<file path="config.mk">
export PLATFORM = sky130hd
export DESIGN_NAME = parking_gate_ctrl_flat
export DESIGN_NICKNAME = d
export VERILOG_FILES = /design/src/rtl/parking_gate_ctrl_if.sv /design/src/rtl/parking_gate_ctrl.sv /design/src/flat_wrapper.sv
export SDC_FILE = /design/constraint.sdc
export NUM_CORES = 1
export LEC_CHECK = 0
export CELL_PAD_IN_SITES_DETAIL_PLACEMENT = 1
export CELL_PAD_IN_SITES_GLOBAL_PLACEMENT = 1
export CORE_MARGIN = 2
export CORE_UTILIZATION = 35
export CTS_BUF_LIST = sky130_fd_sc_hd__clkbuf_4 sky130_fd_sc_hd__clkbuf_8
export DETAILED_ROUTE_END_ITERATION = 12
export PLACE_DENSITY = 0.77
export SLEW_MARGIN = 20
export SYNTH_ARGS = -nofsm -noshare
export SYNTH_HDL_FRONTEND = slang
export SYNTH_SLANG_ARGS = --single-unit
</file>
<file path="constraint.sdc">
create_clock -name clk -period 3 [get_ports clk]
set_clock_uncertainty 0.15 [all_clocks]
set_input_delay 0.9 -clock clk [delete_from_list [all_inputs] [get_ports clk]]
set_output_delay 0.9 -clock clk [all_outputs]
set_load 0.01 [all_outputs]
</file>
<file path="src/rtl/parking_gate_ctrl_if.sv">
`default_nettype none
`timescale 1ns/1ps
// ============================================================================
// Module  : parking_gate_ctrl_if
// Purpose : Bundles the card reader, driver buttons, bookkeeping verdict flags
//           and the gate/lamp outputs of the parking gate sequencer.
// Revision: 1.0  initial release
// ============================================================================
interface parking_gate_ctrl_if;
  // reader / driver / sensor / bookkeeping verdict inputs
  logic       card_swiped;
  logic [1:0] mode_sel;
  logic       id_valid;
  logic       id_special;
  logic       chosen_flr_full;
  logic       alternative_flr_full;
  logic       accept_alt;
  logic       reject;
  logic       car_passed;
  // sequencer outputs
  logic [1:0] mode;
  logic [1:0] action_taken;
  logic       gate_open;
  logic       alt_offer;
  logic       deny;
  logic [1:0] deny_code;
  logic       busy;

  // environment side: reader, buttons, sensor and bookkeeping stage
  modport master (
    output card_swiped, mode_sel, id_valid, id_special, chosen_flr_full,
           alternative_flr_full, accept_alt, reject, car_passed,
    input  mode, action_taken, gate_open, alt_offer, deny, deny_code, busy
  );

  // sequencer side
  modport slave (
    input  card_swiped, mode_sel, id_valid, id_special, chosen_flr_full,
           alternative_flr_full, accept_alt, reject, car_passed,
    output mode, action_taken, gate_open, alt_offer, deny, deny_code, busy
  );
endinterface
`default_nettype wire

</file>
<file path="src/rtl/parking_gate_ctrl.sv">
`default_nettype none
`timescale 1ns/1ps
// ============================================================================
// Module  : parking_gate_ctrl
// Purpose : Gate sequencer. Latches the requested mode on a card swipe, judges
//           the bookkeeping verdict flags, issues a one-cycle action_taken
//           commit and drives the barrier, offer and deny lamps.
// Revision: 1.0  initial release
// ============================================================================
module parking_gate_ctrl #(
  parameter int OFFER_TIMEOUT = 1000,
  parameter int GATE_TIMEOUT  = 2000,
  parameter int DENY_CYCLES   = 50
) (
  input  logic              clk,
  input  logic              rst_n,
  parking_gate_ctrl_if.slave bus
);

  typedef enum logic [2:0] {
    S_IDLE  = 3'd0,
    S_EVAL  = 3'd1,
    S_OFFER = 3'd2,
    S_OPEN  = 3'd3,
    S_DENY  = 3'd4
  } state_t;

  localparam logic [1:0]  MODE_ENTER = 2'd0;
  localparam logic [1:0]  ACT_NONE   = 2'd0;
  localparam logic [1:0]  ACT_ALT    = 2'd1;
  localparam logic [1:0]  ACT_CHOSEN = 2'd2;
  localparam logic [1:0]  ACT_EXIT   = 2'd3;
  localparam logic [1:0]  CODE_ID    = 2'd1;
  localparam logic [1:0]  CODE_FULL  = 2'd2;
  localparam logic [1:0]  CODE_MODE  = 2'd3;
  // timer loads are N-1 so that the state lasts exactly N cycles
  localparam logic [15:0] OFFER_LOAD = 16'(OFFER_TIMEOUT - 1);
  localparam logic [15:0] GATE_LOAD  = 16'(GATE_TIMEOUT - 1);
  localparam logic [15:0] DENY_LOAD  = 16'(DENY_CYCLES - 1);

  state_t      state_q, state_d;
  logic [1:0]  mode_q, mode_d;
  logic [1:0]  action_q, action_d;
  logic        gate_q, gate_d;
  logic        offer_q, offer_d;
  logic        deny_q, deny_d;
  logic [1:0]  code_q, code_d;
  logic        busy_q, busy_d;
  logic [15:0] timer_q, timer_d;

  // per-cycle decision, applied to the registers below
  logic        go_open, go_offer, go_deny, go_idle;
  logic [1:0]  act_sel, code_sel;

  // Next-state and registered-output logic: the case picks a destination,
  // the trailing block sets up the outputs belonging to that destination.
  always_comb begin
    state_d  = state_q;
    mode_d   = mode_q;
    action_d = ACT_NONE;
    gate_d   = gate_q;
    offer_d  = offer_q;
    deny_d   = deny_q;
    code_d   = code_q;
    timer_d  = timer_q;
    go_open  = 1'b0;
    go_offer = 1'b0;
    go_deny  = 1'b0;
    go_idle  = 1'b0;
    act_sel  = ACT_NONE;
    code_sel = 2'd0;

    case (state_q)
      S_IDLE: begin
        if (bus.card_swiped) begin
          if (!bus.mode_sel[1]) begin
            state_d = S_EVAL;
            mode_d  = bus.mode_sel;
          end else begin
            go_deny  = 1'b1;
            code_sel = CODE_MODE;
          end
        end
      end
      S_EVAL: begin
        // flags are combinational on the mode latched one cycle earlier
        if (mode_q == MODE_ENTER) begin
          if (bus.id_special) begin
            go_open = 1'b1;
            act_sel = ACT_NONE;
          end else if (!bus.id_valid) begin
            go_deny  = 1'b1;
            code_sel = CODE_ID;
          end else if (!bus.chosen_flr_full) begin
            go_open = 1'b1;
            act_sel = ACT_CHOSEN;
          end else if (!bus.alternative_flr_full) begin
            go_offer = 1'b1;
          end else begin
            go_deny  = 1'b1;
            code_sel = CODE_FULL;
          end
        end else begin
          if (bus.id_valid) begin
            go_open = 1'b1;
            act_sel = ACT_EXIT;
          end else if (bus.id_special) begin
            go_open = 1'b1;
            act_sel = ACT_NONE;
          end else begin
            go_deny  = 1'b1;
            code_sel = CODE_ID;
          end
        end
      end
      S_OFFER: begin
        // cancel beats accept when both buttons are seen together
        if (bus.reject) begin
          go_idle = 1'b1;
        end else if (bus.accept_alt && bus.alternative_flr_full) begin
          go_deny  = 1'b1;
          code_sel = CODE_FULL;
        end else if (bus.accept_alt) begin
          go_open = 1'b1;
          act_sel = ACT_ALT;
        end else if (timer_q == 16'd0) begin
          go_idle = 1'b1;
        end else begin
          timer_d = timer_q - 16'd1;
        end
      end
      S_OPEN: begin
        if (bus.car_passed || timer_q == 16'd0) begin
          go_idle = 1'b1;
        end else begin
          timer_d = timer_q - 16'd1;
        end
      end
      S_DENY: begin
        if (timer_q == 16'd0) begin
          go_idle = 1'b1;
        end else begin
          timer_d = timer_q - 16'd1;
        end
      end
      default: go_idle = 1'b1;
    endcase

    if (go_open) begin
      state_d  = S_OPEN;
      action_d = act_sel;
      gate_d   = 1'b1;
      offer_d  = 1'b0;
      timer_d  = GATE_LOAD;
    end
    if (go_offer) begin
      state_d = S_OFFER;
      offer_d = 1'b1;
      timer_d = OFFER_LOAD;
    end
    if (go_deny) begin
      state_d = S_DENY;
      deny_d  = 1'b1;
      code_d  = code_sel;
      offer_d = 1'b0;
      timer_d = DENY_LOAD;
    end
    if (go_idle) begin
      state_d = S_IDLE;
      gate_d  = 1'b0;
      offer_d = 1'b0;
      deny_d  = 1'b0;
      code_d  = 2'd0;
      timer_d = 16'd0;
    end

    busy_d = (state_d != S_IDLE);
  end

  // State, timer and output registers; reset aborts any sequence without a commit
  always_ff @(posedge clk or negedge rst_n) begin
    if (!rst_n) begin
      state_q  <= S_IDLE;
      mode_q   <= 2'd0;
      action_q <= ACT_NONE;
      gate_q   <= 1'b0;
      offer_q  <= 1'b0;
      deny_q   <= 1'b0;
      code_q   <= 2'd0;
      busy_q   <= 1'b0;
      timer_q  <= 16'd0;
    end else begin
      state_q  <= state_d;
      mode_q   <= mode_d;
      action_q <= action_d;
      gate_q   <= gate_d;
      offer_q  <= offer_d;
      deny_q   <= deny_d;
      code_q   <= code_d;
      busy_q   <= busy_d;
      timer_q  <= timer_d;
    end
  end

  assign bus.mode         = mode_q;
  assign bus.action_taken = action_q;
  assign bus.gate_open    = gate_q;
  assign bus.alt_offer    = offer_q;
  assign bus.deny         = deny_q;
  assign bus.deny_code    = code_q;
  assign bus.busy         = busy_q;

endmodule
`default_nettype wire

</file>
<file path="src/flat_wrapper.sv">
// flat-port wrapper written by rule: the top's interface ports become plain ports
module parking_gate_ctrl_flat 
#(
  parameter int OFFER_TIMEOUT = 1000,
  parameter int GATE_TIMEOUT  = 2000,
  parameter int DENY_CYCLES   = 50
)
  (clk, rst_n, bus_card_swiped, bus_mode_sel, bus_id_valid, bus_id_special, bus_chosen_flr_full, bus_alternative_flr_full, bus_accept_alt, bus_reject, bus_car_passed, bus_mode, bus_action_taken, bus_gate_open, bus_alt_offer, bus_deny, bus_deny_code, bus_busy);
  parking_gate_ctrl_if bus_i ();
  input  logic clk;
  input  logic rst_n;
  input wire logic [$bits(bus_i.card_swiped)-1:0] bus_card_swiped;
  input wire logic [$bits(bus_i.mode_sel)-1:0] bus_mode_sel;
  input wire logic [$bits(bus_i.id_valid)-1:0] bus_id_valid;
  input wire logic [$bits(bus_i.id_special)-1:0] bus_id_special;
  input wire logic [$bits(bus_i.chosen_flr_full)-1:0] bus_chosen_flr_full;
  input wire logic [$bits(bus_i.alternative_flr_full)-1:0] bus_alternative_flr_full;
  input wire logic [$bits(bus_i.accept_alt)-1:0] bus_accept_alt;
  input wire logic [$bits(bus_i.reject)-1:0] bus_reject;
  input wire logic [$bits(bus_i.car_passed)-1:0] bus_car_passed;
  output wire logic [$bits(bus_i.mode)-1:0] bus_mode;
  output wire logic [$bits(bus_i.action_taken)-1:0] bus_action_taken;
  output wire logic [$bits(bus_i.gate_open)-1:0] bus_gate_open;
  output wire logic [$bits(bus_i.alt_offer)-1:0] bus_alt_offer;
  output wire logic [$bits(bus_i.deny)-1:0] bus_deny;
  output wire logic [$bits(bus_i.deny_code)-1:0] bus_deny_code;
  output wire logic [$bits(bus_i.busy)-1:0] bus_busy;
  assign bus_i.card_swiped = bus_card_swiped;
  assign bus_i.mode_sel = bus_mode_sel;
  assign bus_i.id_valid = bus_id_valid;
  assign bus_i.id_special = bus_id_special;
  assign bus_i.chosen_flr_full = bus_chosen_flr_full;
  assign bus_i.alternative_flr_full = bus_alternative_flr_full;
  assign bus_i.accept_alt = bus_accept_alt;
  assign bus_i.reject = bus_reject;
  assign bus_i.car_passed = bus_car_passed;
  assign bus_mode = bus_i.mode;
  assign bus_action_taken = bus_i.action_taken;
  assign bus_gate_open = bus_i.gate_open;
  assign bus_alt_offer = bus_i.alt_offer;
  assign bus_deny = bus_i.deny;
  assign bus_deny_code = bus_i.deny_code;
  assign bus_busy = bus_i.busy;
  parking_gate_ctrl #(.OFFER_TIMEOUT(OFFER_TIMEOUT), .GATE_TIMEOUT(GATE_TIMEOUT), .DENY_CYCLES(DENY_CYCLES)) u_core (.clk(clk), .rst_n(rst_n), .bus(bus_i));
endmodule
</file>
After elaboration in Yosys (flattened, before gate mapping)
Cells that the tools add are included.
{"block": "word_totals", "register_bits": 28, "in_bits": 12, "out_inout_bits": 10, "wordCells": 115}
{"block": "op_classes", "addsub": 1, "n_eq_ne": 8, "mux": 83, "bitwise_logic": 1, "n_reduce_logical": 13}
{"operator": "$mux W16", "count": 9}
{"operator": "$pmux W16 S3", "count": 1}
{"operator": "$mux W1", "count": 41}
{"operator": "$mux W2", "count": 20}
{"operator": "$ne A6 B2 Y1 const B", "count": 4}
{"operator": "$mux W3", "count": 7}
{"operator": "$logic_not A16 Y1", "count": 1}
{"operator": "$sub A16 B1 Y16 const B", "count": 1}
{"operator": "$reduce_bool A7 Y1", "count": 1}
{"operator": "$eq A3 B2 Y1 const B", "count": 2}
{"operator": "$pmux W2 S3", "count": 1}
{"operator": "$reduce_and A5 Y1", "count": 1}
{"operator": "$pmux W1 S4", "count": 1}
{"operator": "$pmux W2 S2", "count": 1}
{"operator": "$reduce_bool A2 Y1", "count": 2}
{"operator": "$reduce_bool A4 Y1", "count": 1}
{"operator": "$eq A3 B1 Y1 const B", "count": 1}
{"operator": "$eq A3 B3 Y1 const B", "count": 1}
{"operator": "$logic_not A3 Y1", "count": 1}
{"operator": "$pmux W1 S3", "count": 1}
{"operator": "$reduce_and A3 Y1", "count": 1}
{"operator": "$reduce_bool A3 Y1", "count": 1}
{"operator": "$logic_not A2 Y1", "count": 1}
{"operator": "$pmux W1 S2", "count": 1}
{"operator": "4 further kinds", "count": 4}

Depth between registers and ports, before layout
{"block": "logic_depth", "depth_word": 10, "depth_mapped": 8, "depth_no_buf": 7}

Worst setup path before layout
Ideal clock, no wire load.
{"block": "synth_timing", "kind": "in2reg", "from": "input bus_reject", "to": "register u_core.timer_q[8]", "setup_ns": 0.065, "t_arrival_ns": 2.416, "required_time_ns": 2.785, "slack_ns": 0.368, "path_stages": 7, "path_buffers": 2, "path_cell_list": "or3b_2 or3_1 clkbuf_1 o311a_1 buf_2 a21oi_1 o221a_2"}
{"block": "synth_between", "elab_chain_cells": 6, "word_cells_on_any_way": 16, "cone_classes": "4 x eq/ne; 10 x mux; 2 x reduce/logical"}
{"item": "start, declared", "line_no": "flat_wrapper.sv:19", "text": "input wire logic [$bits(bus_i.reject)-1:0] bus_reject;"}
{"item": "$mux W1", "line_no": "parking_gate_ctrl.sv:118", "text": "if (bus.reject) begin"}
{"item": "$pmux W1 S2", "line_no": "parking_gate_ctrl.sv:73", "text": "case (state_q)"}
{"item": "$mux W16", "line_no": "parking_gate_ctrl.sv:149", "text": "if (go_open) begin"}
{"item": "$mux W16", "line_no": "parking_gate_ctrl.sv:156", "text": "if (go_offer) begin"}
{"item": "$mux W16", "line_no": "parking_gate_ctrl.sv:161", "text": "if (go_deny) begin"}
{"item": "$mux W16", "line_no": "parking_gate_ctrl.sv:168", "text": "if (go_idle) begin"}
{"item": "end signal, assigned", "line_no": "parking_gate_ctrl.sv:201", "text": "timer_q <= timer_d;"}
{"item": "end, declared", "line_no": "parking_gate_ctrl.sv:49", "text": "logic [15:0] timer_q, timer_d;"}
Parallel ways exist; a longest one is shown, timed or not.
A chain may end at the register's enable or synchronous reset.

Final worst setup path
{"block": "layout_timing", "from": "input bus_reject", "to": "register u_core.timer_q[9]"}
The elaborated chain is that of the path after synthesis.

==> qor.yml <==
logic_synthesis:
  syn_inst: 188
  synth_most_common_cell: "dfrtp_1"
  yosysWarnings: 0
  netlist_top_cells_area: "dfrtp_1 40%, nor2_1 5.0%, nand4_1 3.2%"
  synthFlopType: "dfrtp_1"
  synth-edff-count: 0
  syn-num-nets: 202
  synth_largest_area_cell: "dfrtp_1"
  avgSynthCellArea_sq_um: 9.24
  syn_area_sq_um: 1740
  synth_top_area_share_pct: 40.3
  ys_seq_elements: 28
  async_flop_share_pct: 100
  synthTopCellsByCount: "28 x dfrtp_1, 23 x nor2_1, 10 x nand3_1"
  synthDistinctLibCells: 54
  seq_area_frac_synth_pct: 40.3
setup_path:
  worstPathMaxFanout: 10
  crit_slowest_cell: "or3b_2"
  path_class: "input port to flop"
  arrival_ps: 2950
  r2r-start: "u_core.timer_q[0]"
  cp_cell_sequence: "clkdlybuf4s50_1 -> or3b_2 -> or3_1 -> o311a_1 -> a21oi_1 -> o221a_1"
  end_kind: "flop"
  cp-start-kind: "input port"
  slowest_delay_ps: 500
  worst-path-buf-inv: 1
  required_ps: 3070
  startpoint: "bus_reject"
  crit_family: "simple AND/OR/NAND/NOR gates"
clock_network:
  cts.path.max_buffers: 2
  cts_inserted_buffers: 3
  cts-root-buf: "clkbuf_8"
  cts_setup_buffers: 0
  hold_buffers: 0
  ctsHtreeMaxLevel: 1
  cts_resized: 0
  clk_latency_ps: 280
  path_clk_slew_ps: 100
  clock_sinks: 28
  tritoncts: "done"
hold_path:
  hold_start: "u_core.bus.deny_code[0]"
  hp-class: "flop to flop"
status:
  run_status: "finished, final reports clean"
global_routing:
  globalRouteOverflowTotal: 0
  track_usage_pct: 18.5
  grt_max_degree: 29
  grt_pass1_vias: 1594
  grt_pass1_wl_mm: 7.94
  antenna_found_initial: 0
timing:
  rsz0062_at_grt: "no"
  finalHoldViolCount: 0
  finalSetupViolations: 0
  min_period_ps: 2870
  slew_viol_final: 0
  max_slew_margin_pct: 51.8
  tns_ps: 0
  final.period_utilization_pct: 95.7
  tightest_slew_ps: 720
  timing.fmax_mhz: 348
job:
  cap_violations: 0
floorplanning:
  die_w_um: 74.4
  row_count: 25
  die_area_sq_um: 5540
  initial_core_util_pct: 36.5
  boundaryPins: 22
  die_h_um: 74.4
  core-area_sq_um: 4750
placed_design:
  placed_area_sq_um: 2130
  routabilityCongestion: 0.791
  dp_hpwl_mm: 3.57
  portBuffers: 20
power:
  p_sw_share_pct: 44.4
  power_frac_seq_pct: 34.5
  clkPwrFrac_pct: 10.2
  switching_power_mw: 0.910
  internal-power_mw: 1.14
  ir_worst_vdd_uv: 445
  design_power_total_mw: 2.05
  power_per_cell_area_nw_per_um2: 942
  p_comb_share_pct: 55.3
  leakage_nw: 0.894
drt:
  via_per_inst: 5.67
  met1_length_mm: 2.26
  drtAntennaViolNets: 0
  post_drt_wl_per_cell_um: 16.6
  drt_iter0_drc: 59
  vias: 1639
  top_layer: "met4"
  dr_wl_met2_mm: 2.33
  dr_wl_met3_um: 125
  dr.pass1.iters: 4
  routed_wirelength_mm: 4.80
  drc: 0
cells_and_area:
  nNetsFinal: 238
  final_area_sq_um: 2170
  area_delta_synth_final_pct: 25.2
  drive_gt1_share_pct: 18.5
  antennaDiodeCount: 0
state kept, by name, summed over array words and instances (netlist names):
signal                   count
u_core.bus.mode              1
u_core.bus.gate_open         1
u_core.timer_q              16
u_core.bus.deny              1
u_core.bus.busy              1
u_core.bus.deny_code         2
u_core.state_q               3
u_core.bus.action_taken      2
u_core.bus.alt_offer         1
kinds of logic (layout without fill, tap and decap cells):
kind of cell | Yosys count | count (layout) | synth area share, %
compound gates | 46 | 46 | 20.4
flops | 28 | 28 | 40.3
buf+inv | 15 | 49 | 4.18
mux | 3 | 3 | 1.87
fa+ha+maj | 2 | 2 | 1.44
simple gates | 93 | 93 | 31.6
other cells | 1 | 1 | 0.216
final cells by class:
type,count,area [sq um]
fill,572,2580
clock buffer,3,41.3
sequential,28,701
inverter,4,15.0
tap,67,83.8
timing repair buffer,42,365
multi-input combinational,145,968
power by group through the flow:
stage / clock network (mW) / registers, mW / logic, mW
5_1_grt: 0.230 / 0.733 / 1.26
2_1_floorplan: 0 / 0.646 / 0.784
4_1_cts: 0.218 / 0.707 / 1.13
6_report: 0.210 / 0.707 / 1.13
3_3_place_gp: 0 / 0.709 / 1.10
3_5_place_dp: 0 / 0.714 / 1.13
worst paths after layout:
check	slack [ps]	to	depth (start not counted)
setup / recovery	130	u_core.timer_q[9]	6
max in group asynchronous	1570	u_core.bus.mode[0]	2
hold reg to reg	340	u_core.bus.deny_code[0]	1
min in group asynchronous	850	u_core.timer_q[1]	2
hold / removal	340	u_core.bus.deny_code[0]	1
setup reg to reg	500	u_core.timer_q[6]	6
cell usage in the layout (no fill, tap or decap), drive strengths merged, types with 3 or more instances in the layout:
master and n:
nand3 10, or4 5, clkbuf 3, a21oi 8, o221a 5, nand4 9, o21ai 4, buf 22
nor4 7, nor2 24, or3b 6, o21a 3, nand2 6, or3 3, nor3 6, inv 4
nand4b 3, nor2b 4, clkdlybuf4s50 20, dfrtp 28, nor3b 4, a31oi 4
through the flow:
step | util [%] | hold WS (ps) | worst slack (ps) | std cells
2_1_floorplan | - | 315 | 368 | 188
3_3_place_gp | 44.8 | 325 | -93.4 | 286
3_5_place_dp | 44.8 | 323 | -128 | 286
4_1_cts | 45.6 | 345 | 174 | 289
5_1_grt | 45.7 | 384 | 23.8 | 289
6_report | 45.7 | 339 | 129 | 289
per-layer routing:
layer | GRT usage [%] | vias to the layer above
met5 | 0 | -
met4 | 3.77 | 0
met3 | 3.12 | 7
met2 | 31.7 | 25
met1 | 24.7 | 811
li1 | - | 796
worst reg2reg max path: stages, from the launching register on:
cell and delay (ps):
dfrtp_1 440, inv_1 100, ha_1 220, or3b_2 520, or3_1 350, or3b_1 360, o221a_2 250
(Power assumes the default switching activity.)
